===== src/rtl/uart_tx_fifo.sv =====
// Buffered 8N1 UART transmitter: byte writes land in a small FIFO and are
// serialised LSB first on uart_tx. Frames are sent back to back while bytes
// remain queued.
module uart_tx_fifo #(
   parameter int DIVISOR = 868,
   parameter int DEPTH   = 16,
   parameter int AW      = 4
) (
   input  logic          clk,
   input  logic          resetn,
   input  logic          wr_enablen,
   input  logic [7:0]    wr_data,
   output logic          full,
   output logic          empty,
   output logic [AW:0]   level,
   output logic          busy,
   output logic          overflow,
   output logic          uart_tx
);

   localparam int              DW       = $clog2(DIVISOR);
   localparam logic [DW-1:0]   DIV_LAST = DW'(DIVISOR - 1);
   localparam logic [DW-1:0]   DIV_ONE  = DW'(1);
   localparam logic [AW-1:0]   PTR_ONE  = AW'(1);
   localparam logic [AW:0]     LVL_ONE  = (AW+1)'(1);
   localparam logic [AW:0]     LVL_FULL = (AW+1)'(DEPTH);

   typedef enum logic [1:0] {
      IDLE  = 2'd0,
      START = 2'd1,
      DATA  = 2'd2,
      STOP  = 2'd3
   } state_t;

   logic [7:0]    r_mem [DEPTH];
   logic [AW-1:0] r_wr_ptr;
   logic [AW-1:0] r_rd_ptr;
   logic [AW:0]   r_level;
   logic          r_overflow;

   state_t        r_state;
   logic [DW-1:0] r_div;
   logic [2:0]    r_bit;
   logic [7:0]    r_shift;
   logic          r_tx;

   logic          w_full;
   logic          w_empty;
   logic          w_push;
   logic          w_pop;
   logic          w_div_done;
   state_t        w_state_next;
   logic [DW-1:0] w_div_next;
   logic [2:0]    w_bit_next;
   logic [7:0]    w_shift_next;
   logic          w_tx_next;

   // Full is taken from the registered level, so a write arriving while full
   // is dropped even when the transmitter pops at the same edge.
   assign w_full  = (r_level == LVL_FULL);
   assign w_empty = (r_level == '0);
   assign w_push  = ~wr_enablen & ~w_full;

   // FIFO storage: written on push, no reset needed for the data itself.
   always_ff @(posedge clk) begin
      if (w_push) begin
         r_mem[r_wr_ptr] <= wr_data;
      end
   end

   // FIFO pointers, occupancy and the sticky overflow flag.
   always_ff @(posedge clk or negedge resetn) begin
      if (!resetn) begin
         r_wr_ptr   <= '0;
         r_rd_ptr   <= '0;
         r_level    <= '0;
         r_overflow <= 1'b0;
      end else begin
         if (w_push) begin
            r_wr_ptr <= r_wr_ptr + PTR_ONE;
         end
         if (w_pop) begin
            r_rd_ptr <= r_rd_ptr + PTR_ONE;
         end
         if (w_push && !w_pop) begin
            r_level <= r_level + LVL_ONE;
         end else if (!w_push && w_pop) begin
            r_level <= r_level - LVL_ONE;
         end
         if (!wr_enablen && w_full) begin
            r_overflow <= 1'b1;
         end
      end
   end

   // Transmitter state register; the line output is registered so it never glitches.
   always_ff @(posedge clk or negedge resetn) begin
      if (!resetn) begin
         r_state <= IDLE;
         r_div   <= '0;
         r_bit   <= '0;
         r_shift <= '0;
         r_tx    <= 1'b1;
      end else begin
         r_state <= w_state_next;
         r_div   <= w_div_next;
         r_bit   <= w_bit_next;
         r_shift <= w_shift_next;
         r_tx    <= w_tx_next;
      end
   end

   assign w_div_done = (r_div == DIV_LAST);

   // Next-state logic: the divider restarts on every state change, and the
   // line level is derived from the state being entered.
   always_comb begin
      w_state_next = r_state;
      w_div_next   = r_div + DIV_ONE;
      w_bit_next   = r_bit;
      w_shift_next = r_shift;
      w_pop        = 1'b0;
      w_tx_next    = 1'b1;

      case (r_state)
         IDLE: begin
            w_div_next = '0;
            if (!w_empty) begin
               w_pop        = 1'b1;
               w_shift_next = r_mem[r_rd_ptr];
               w_state_next = START;
            end
         end
         START: begin
            if (w_div_done) begin
               w_div_next   = '0;
               w_bit_next   = '0;
               w_state_next = DATA;
            end
         end
         DATA: begin
            if (w_div_done) begin
               w_div_next   = '0;
               w_shift_next = {1'b0, r_shift[7:1]};
               if (r_bit == 3'd7) begin
                  w_state_next = STOP;
               end else begin
                  w_bit_next = r_bit + 3'd1;
               end
            end
         end
         STOP: begin
            if (w_div_done) begin
               w_div_next = '0;
               if (!w_empty) begin
                  // Chain straight into the next start bit, no idle gap.
                  w_pop        = 1'b1;
                  w_shift_next = r_mem[r_rd_ptr];
                  w_state_next = START;
               end else begin
                  w_state_next = IDLE;
               end
            end
         end
         default: begin
            w_div_next   = '0;
            w_state_next = IDLE;
         end
      endcase

      case (w_state_next)
         START:   w_tx_next = 1'b0;
         DATA:    w_tx_next = w_shift_next[0];
         default: w_tx_next = 1'b1;
      endcase
   end

   assign full     = w_full;
   assign empty    = w_empty;
   assign level    = r_level;
   assign overflow = r_overflow;
   assign uart_tx  = r_tx;
   assign busy     = (r_state != IDLE) | ~w_empty;

endmodule

===== config.mk =====
export PLATFORM = sky130hd
export DESIGN_NAME = uart_tx_fifo
export DESIGN_NICKNAME = d
export VERILOG_FILES = /design/src/rtl/uart_tx_fifo.sv
export SDC_FILE = /design/constraint.sdc
export NUM_CORES = 1
export LEC_CHECK = 0
export ABC_AREA = 1
export ABC_CLOCK_PERIOD_IN_PS = 4580
export BUFFER_PORTS_ARGS = -buffer_cell sky130_fd_sc_hd__buf_4
export CAP_MARGIN = 20
export CORE_MARGIN = 3
export CORE_UTILIZATION = 30
export CTS_CLUSTER_DIAMETER = 120
export DETAILED_ROUTE_END_ITERATION = 6
export HOLD_SLACK_MARGIN = 0.03
export PLACE_DENSITY = 0.45
export RECOVER_POWER = 50
export SYNTH_ARGS = -nofsm -noshare
export SYNTH_HDL_FRONTEND = slang
export SYNTH_SLANG_ARGS = --single-unit

===== constraint.sdc =====
create_clock -name clk -period 4.58 [get_ports clk]
set_clock_uncertainty 0.2 [all_clocks]
set_input_delay 0.458 -clock clk [delete_from_list [all_inputs] [get_ports clk]]
set_output_delay 0.458 -clock clk [all_outputs]
set_load 0.03 [all_outputs]

* Word level (Yosys, flattened, before mapping)
Memories as Yosys holds them, arrays and structs flattened. Index checks and enable logic that the tools add are counted.
Storage, ports and cells: bits in registers 38, bits in writable memories 128, output and inout port bits 10, memories kept 1
Memory list:
- r_mem | words 16, width 8, read ports 1, clocked after Yosys merged registers in 0, wr ports 1, RTL line 35 | logic [7:0] r_mem [DEPTH];
Operators by class: add/subtract/negate cells 6, equal/unequal tests 12, multiplexer cells 25, bitwise gates (word level) 5, reductions and logical operators 15
Operators by type and width (count):
- $mux W8 | 3
- $pmux W8 S3 | 1
- $pmux W10 S2 | 1
- $add A10 B1 Y10 const B | 1
- $eq A10 B10 Y1 const B | 1
- $mux W10 | 1
- $mux W2 | 5
- $mux W5 | 2
- $mux W3 | 3
- $add A4 B1 Y4 const B | 2
- $ne A2 B2 Y1 const B | 4
- $pmux W2 S4 | 1
- $eq A2 B2 Y1 const B | 3
- $pmux W3 S2 | 1
- $reduce_bool A2 Y1 | 3
- $add A5 B1 Y5 const B | 1
- $eq A5 B5 Y1 const B | 1
- $logic_not A5 Y1 | 1
- $mux W1 | 5
- $sub A5 B1 Y5 const B | 1
- $eq A2 B1 Y1 const B | 2
- $pmux W1 S2 | 2
- $reduce_and A4 Y1 | 1
- $add A3 B1 Y3 const B | 1
- other kinds (10) | 16

* Longest topological paths before layout
Gate-level depths: netlist of the first run.
depth after elaboration 7, gate-level depth with buffers 15, mapped depth without buffers 15

* Worst setup path before layout of the first run
No wires, ideal clock.
kind register -> register, from register r_level[3], in the netlist level[3], to register r_level[4], in the netlist level[4], library setup time 137 ps, data arrival time 2474 ps, required time 4243 ps, setup slack 1770 ps, cell stages (with the launch flop) 15, clock period less this slack 2810 ps, path through dfrtp_1 -> nor2_1 -> nand4_2 -> nand4_1 -> nand2_1 -> nand2_1 -> ha_1 -> inv_1 -> fa_1 -> a21o_1 -> a21oi_1 -> nand2_1 -> nand2_1 -> nor2_1 -> xor2_1
Between the ends: longest elaborated chain between the ends 7, elaborated cells on any way between the ends 16, classes of those cells 2 x add/sub; 1 x eq/ne; 5 x mux; 2 x bitwise; 6 x reduce/logical
Ends and longest elaborated chain:
- start: declaration | RTL line 38 | logic [AW:0] r_level;
- start signal: assignment | RTL line 86 | r_level <= r_level + LVL_ONE;
- start signal: assignment | RTL line 88 | r_level <= r_level - LVL_ONE;
- $logic_not A5 Y1 | RTL line 61 | assign w_empty = (r_level == '0);
- $mux W1 | RTL line 128, 155
- $mux W1 | RTL line 153 | if (w_div_done) begin
- $pmux W1 S2 | RTL line 125 | case (r_state)
- $logic_not A1 Y1 | RTL line 85 | if (w_push && !w_pop) begin
- $logic_and A1 B1 Y1 | RTL line 85
- $mux W5 / $reduce_bool A2 Y1 (equally long branches)
Several ways; a longest one is shown, not always the timed one. The select of a mux whose other input is x is not followed. A chain may end at the register's enable or synchronous reset.

* Worst setup path in the final report of the first run
Ends and elaborated chain as after synthesis.

==> results.yml, run 1 <==
timing:
  setup_violations: 0
  fmax_mhz: 304
  rsz0062_at_grt: "no"
  report.final.slew_viol_count: 39
  fin_setup_tns_ns: 0
  max_slew_margin_pct: -47.3
  post-route-period-util_pct: 71.9
  period_needed_ns: 3.29
  tightestPinTransition_ns: 2.21
  hold_viol_final: 0
drt:
  first_pass_iters: 4
  dr_total_vias: 4918
  vias_per_cell: 4.71
  drt-initial-drc-count: 368
  detail-route-antenna-nets: 0
  post-route-drc-count: 0
  wl_per_cell_um: 16.7
  wl_um: 17500
yosys:
  synth_edf_count: 128
  yosysUniqueCellTypes: 40
  synth_top_flop_cell: "edfxtp_1"
  avgSynthCellArea_um2: 10.6
  yosys_warnings: 0
  ys_seq_elements: 166
  ys_seq_area_share_pct: 64.8
  syn_area_mm2: 0.00740
  synthArstFlopShare_pct: 22.9
  syn-num-nets: 724
  synthCells: 695
clocking:
  cts.clk_slew.worst_paths_ns: 0.07
  cts_sinks: 166
  cts_max_level: 4
  cts_root_buf: "clkbuf_16"
  insertion_delay_ns: 0.42
  cts_tree: "yes"
  cts-buffers-inserted: 17
  clock_path_buffers: 2
setup_path:
  crit_required_ns: 4.68
  crit_slowest_cell: "dfrtp_1"
  crit_start: "level[3]$_DFFE_PN0P_"
  path_common_cell: "nand2_1"
  path_cells: "nor2_1, nand4_2, nand4_1, nand2_1, nand2_1, ha_1, inv_1, fa_1, a21o_1, a21oi_1, nand2_1, nand2_1, nor2_1, xor2_1"
  regToRegStartpoint: "level[3]$_DFFE_PN0P_"
  crit_path_end_kind: "register"
  cp_top_family: "simple AND/OR/NAND/NOR gates"
  crit_type: "register to register"
  cp-start-kind: "register"
  critPathBufInv: 1
  crit_path_max_incr_delay_ns: 0.42
  crit_arrival_ns: 3.39
  crit_path_max_fanout: 18
final_layout:
  diodes: 0
  layout_common_cells: "nor2_1 (135), edfxtp_1 (128), nand2_1 (109), o21ai_0 (57), nand3_1 (49)"
  drive_gt1_share_pct: 8.82
  area_growth_pct: 13.7
  nets: 743
  mostFrequentLayoutCell: "nor2_1"
  fin_cells: 1045
placed_design:
  gp_congestion: 0.760
  dp_cells: 1012
  place_hpwl_um: 11100
  numPortBuffers: 20
floorplanning:
  design.core.area_mm2: 0.0238
  row_count: 56
  die_h_um: 163
  dieWidth_um: 163
  dieArea_mm2: 0.0266
  start_util_pct: 31.1
  ios: 21
power:
  leakage_nw: 3.13
  powerDensity_mw_per_mm2: 440
  vdd_drop_max_v: 0.000242
grt:
  grt_pass1_wl_um: 27400
  grt_usage_pct: 13.7
  grt_max_degree: 53
  grt_pass1_vias: 4823
  grt_overflow_total: 0
  grt_antenna_before_repair: 0
flow_run:
  drv_cap: 1
outcome:
  violations: "capacitance limit, slew limit"
  outcome: "complete, but fails checks"
worst_hold_path:
  min_path_type: "register to register"
  hp-start: "overflow$_DFFE_PN0P_"
==> cells in the mapped netlist (3+ instances only) <==
cell type	instances	share of area (%)
nor2_1	135	6.8
nand3_1	49	3.3
nor3b_1	3	0.30
buf_2	10	0.68
nand2_2	3	0.25
inv_1	47	2.4
clkbuf_1	11	0.56
o211ai_1	19	1.9
or2_2	5	0.42
o21ai_0	57	3.9
buf_1	3	0.15
o221ai_1	3	0.36
a21oi_1	10	0.68
nand2_1	109	5.5
xor2_1	9	1.1
ha_1	17	2.9
dfrtp_1	37	13
nor3_1	3	0.20
o21ai_1	6	0.41
nand4_1	6	0.51
edfxtp_1	128	52
==> logic make-up after synthesis <==
kind of cell / Yosys count / share of synthesized area [%]
AOI/OAI and AO/OA: 105 / 8.29
xor gates and xnor gates: 10 / 1.18
adders and majority gates: 18 / 3.15
buffers and inverters: 76 / 4.13
DFF: 166 / 64.8
and+or+nand+nor: 320 / 18.4
==> power breakdown <==
part	switching, mW	internal (mW)	total, mW	leakage [nW]
logic	0.355	0.144	0.499	1.26
clock network	0.597	0.750	1.35	0.254
registers	0.0690	1.79	1.86	1.62
==> metrics by stage <==
stage	setup WS (ns)	hold WS, ns	util (%)	total power [mW]	area, µm²
floorplan	1.77	-0.0376	-	2.19	7400
global placement	1.35	0.263	33.0	2.38	7850
detailed placement	1.30	0.272	33.1	2.40	7870
CTS	1.28	0.164	35.5	3.75	8450
global route	1.03	0.300	35.3	3.88	8410
finish	1.29	0.283	35.3	3.70	8410
==> worst reg2reg max path, stage by stage (launching register included) <==
cell and delay, ns:
dfrtp_1 0.42, nor2_1 0.19, nand4_2 0.42, nand4_1 0.26, nand2_1 0.12, nand2_1 0.18, ha_1 0.22, inv_1 0.10
fa_1 0.42, a21o_1 0.18, a21oi_1 0.17, nand2_1 0.07, nand2_1 0.06, nor2_1 0.04, xor2_1 0.13
==> layer usage <==
layer / part of all wire (%) / GRT usage, % / wire (µm) / vias up
li1: - / - / - / 2421
met1: 47 / 18.5 / 8240 / 2436
met2: 49 / 22.5 / 8540 / 53
met3: 2.9 / 2.36 / 499 / 8
met4: 1.2 / 4.46 / 204 / 0
met5: 0 / 0 / 0 / -
==> state kept, by name, summed over array words and instances, names as in the netlist <==
name      count
level         5
overflow      1
r_bit         3
r_div        10
r_mem       128
r_rd_ptr      4
r_shift       8
r_state       2
r_wr_ptr      4
uart_tx       1
==> cell type report <==
type / count / area [µm²]
Timing Repair Buffer: 26 / 175
Tap cell: 319 / 399
Inverter: 50 / 188
Multi-Input combinational cell: 453 / 2300
Clock inverter: 14 / 128
Sequential cell: 166 / 4800
Clock buffer: 17 / 425
Fill cell: 2398 / 15400
==> what timing repair did <==
action,in CTS,in global routing
buffers inserted,0,0
gates resized for setup,0,0
hold buffers,2,0
endpoints found under the hold margin,38,0
==> worst paths after layout <==
check                                     endpoint  slack (ns)  cells after the start
max                           level[4]$_DFFE_PN0P_        1.29                     14
min                           overflow$_DFFE_PN0P_        0.28                      1
max reg2reg                   level[4]$_DFFE_PN0P_        1.29                     14
min reg2reg                   overflow$_DFFE_PN0P_        0.28                      1
max in group asynchronous  r_rd_ptr[0]$_DFFE_PN0P_        1.72                      2
min in group asynchronous       r_div[9]$_DFF_PN0_        1.04                      2
No activity file was read; power rests on OpenSTA's default activity.
==> inputs of run 2 (changes only) <==
--- a/config.mk
+++ b/config.mk
@@ -6,7 +6,7 @@
 export NUM_CORES = 1
 export LEC_CHECK = 0
 export ABC_AREA = 1
-export ABC_CLOCK_PERIOD_IN_PS = 4580
+export ABC_CLOCK_PERIOD_IN_PS = 3080
 export BUFFER_PORTS_ARGS = -buffer_cell sky130_fd_sc_hd__buf_4
 export CAP_MARGIN = 20
 export CORE_MARGIN = 3
==> constraint.sdc (replaced) <==
create_clock -name clk -period 3.08 [get_ports clk]
set_clock_uncertainty 0.2 [all_clocks]
set_input_delay 0.308 -clock clk [delete_from_list [all_inputs] [get_ports clk]]
set_output_delay 0.308 -clock clk [all_outputs]
set_load 0.03 [all_outputs]
==> run 2 against run 1 <==
  * The run now ends clean
  * Combinational power grew 66%
  * First-iteration DRC count grew 2.2%
  * Global-route usage grew 0.60 points
  * Sequential cell count is the same
  * Setup slack lost 1.0 ns
  * Routed wire length grew 3.0%
  * Largest cell class unchanged
  * Utilization grew 1.0 points
  * Final cell count grew 2.6%
  * Critical path type unchanged
  * Clock-buffer cell count grew 1
  * Via count grew 2.5%
==> results.yml, run 2 (synthesized netlist as in run 1, its figures left out) <==
floorplanning:
  start_util_pct: 31.1
  ios: 21
  die_h_um: 163
  row_count: 56
  dieWidth_um: 163
  design.core.area_mm2: 0.0238
  dieArea_mm2: 0.0266
setup_path:
  crit_arrival_ns: 2.92
  crit_slowest_cell: "dfrtp_1"
  crit_path_max_incr_delay_ns: 0.39
  path_common_cell: "nand2_1"
  path_cells: "ha_2, nand2_1, nor2_1, nand4_1, nand2_1, nand2_2, ha_1, inv_1, ha_1, a21o_1, a21oi_2, nand2_1, nand2_1, nor2_1, xor2_1"
  crit_path_max_fanout: 6
  crit_type: "register to register"
  crit_required_ns: 3.19
  critPathBufInv: 1
  crit_path_end_kind: "register"
  cp_top_family: "adder cells"
  cp-start-kind: "register"
placed_design:
  dp_cells: 1035
  gp_congestion: 0.769
  numPortBuffers: 20
  place_hpwl_um: 11600
  dp_slack_ns: 0.159
timing:
  hold_viol_final: 0
  fmax_mhz: 356
  post-route-period-util_pct: 91.1
  report.final.slew_viol_count: 0
  max_slew_margin_pct: 30.2
  setup_ws_ns: 0.273
  fin_setup_tns_ns: 0
  setup_violations: 0
  period_needed_ns: 2.81
  fin_hold_ws_ns: 0.272
  tightestPinTransition_ns: 1.05
  rsz0062_at_grt: "no"
drt:
  wl_met2_um: 8790
  met3_length_um: 581
  drt-initial-drc-count: 376
  maxUsedRoutingLayer: "met4"
  dr_total_vias: 5043
  wl_met1_um: 8300
  vias_per_cell: 4.70
  wl_per_cell_um: 16.8
  wl_um: 18000
  post-route-drc-count: 0
  detail-route-antenna-nets: 0
  first_pass_iters: 5
grt:
  grt_antenna_before_repair: 0
  grt_max_degree: 40
  grt_usage_pct: 14.3
  grt_overflow_total: 0
  grt_pass1_vias: 4981
  grt_pass1_wl_um: 28600
flow_run:
  drv_cap: 0
final_layout:
  area_growth_pct: 16.9
  mostFrequentLayoutCell: "nor2_1"
  drive_gt1_share_pct: 12.1
  top_regs: "r_mem (128), r_div (10), r_shift (8)"
  regMostFlops: "r_mem"
  fin_cells: 1072
  multi_input_area_mm2: 0.00231
  diodes: 0
  ff_latch_area_mm2: 0.00480
  fill_cells: 2366
  layout_common_cells: "nor2_1 (134), edfxtp_1 (128), nand2_1 (108), o21ai_0 (57), nand3_1 (49)"
  largest_register_ffs: 128
  nets: 770
power:
  powerDensity_mw_per_mm2: 660
  leakage_nw: 3.29
  vdd_drop_max_v: 0.000340
clocking:
  cts_root_buf: "clkbuf_16"
  insertion_delay_ns: 0.43
  cts-buffers-inserted: 17
  cts_max_level: 4
  cts_tree: "yes"
  clock_path_buffers: 2
  cts_setup_buffers: 0
  cts.clk_slew.worst_paths_ns: 0.06
  cts_sinks: 166
outcome:
  outcome: "finished, final reports clean"
worst_hold_path:
  min_path_type: "register to register"
## run 2: changes by cell type in the layout (fill, tap and decap cells not counted), sizes merged
cell	previous run	this run
clkinv	4	5
dlygate4sd3	2	6
buf	14	36
bufinv	1	3
inv	54	52
clkinvlp	5	3
clkbuf	27	29
## run 2: report_power, final
group,switching [mW],internal (mW)
sequential,0.0945,2.65
combinational,0.561,0.266
clock,0.867,1.27
total,1.52,4.19
## run 2: worst register-to-register path, delay by kind of cell (launching register included)
| family | cells | cell delay, ns |
|---|---|---|
| simple gates | 8 | 0.72 |
| flops | 1 | 0.39 |
| buf+inv | 1 | 0.14 |
| compound gates | 2 | 0.33 |
| xor+xnor | 1 | 0.13 |
| fa+ha+maj | 3 | 0.77 |
## run 2: area by class of cell
cell class | instances | area share [%]
Multi-Input combinational cell | 453 | 26.7
Inverter | 50 | 2.17
Timing Repair Buffer | 53 | 4.31
Sequential cell | 166 | 55.5
Clock inverter | 13 | 1.81
Tap cell | 319 | 4.61
Clock buffer | 18 | 4.96
## run 2: path summary, 6_finish.rpt
| path | from | end | slack [ns] | cells past startpoint |
|---|---|---|---|---|
| worst max-delay path | r_div[0]$_DFF_PN0_ | level[4]$_DFFE_PN0P_ | 0.27 | 15 |
| worst min-delay path | overflow$_DFFE_PN0P_ | overflow$_DFFE_PN0P_ | 0.27 | 1 |
| worst max register to register | r_div[0]$_DFF_PN0_ | level[4]$_DFFE_PN0P_ | 0.27 | 15 |
| worst min register to register | overflow$_DFFE_PN0P_ | overflow$_DFFE_PN0P_ | 0.27 | 1 |
| max in group asynchronous | resetn | r_rd_ptr[0]$_DFFE_PN0P_ | 1.57 | 2 |
| min in group asynchronous | resetn | r_div[5]$_DFF_PN0_ | 0.39 | 2 |
## run 2: per-layer routing
metal / GRT usage, % / vias to the layer above
li1: - / 2474
met5: 0 / -
met1: 18.9 / 2455
met2: 23.4 / 98
met3: 2.97 / 16
met4: 4.84 / 0
## run 2: repair_timing
item	in CTS	in global routing
endpoints found under the setup margin	0	1
gates resized for setup	0	5
hold endpoints to repair	74	0
hold buffers	6	0
## run 2: stage by stage
| step | power [mW] | area, µm² | util (%) |
|---|---|---|---|
| floorplan | 3.26 | 7400 | - |
| global placement | 3.60 | 8030 | 33.7 |
| detailed placement | 3.63 | 8030 | 33.7 |
| CTS | 5.78 | 8680 | 36.4 |
| global route | 5.99 | 8650 | 36.3 |
| finish | 5.71 | 8650 | 36.3 |
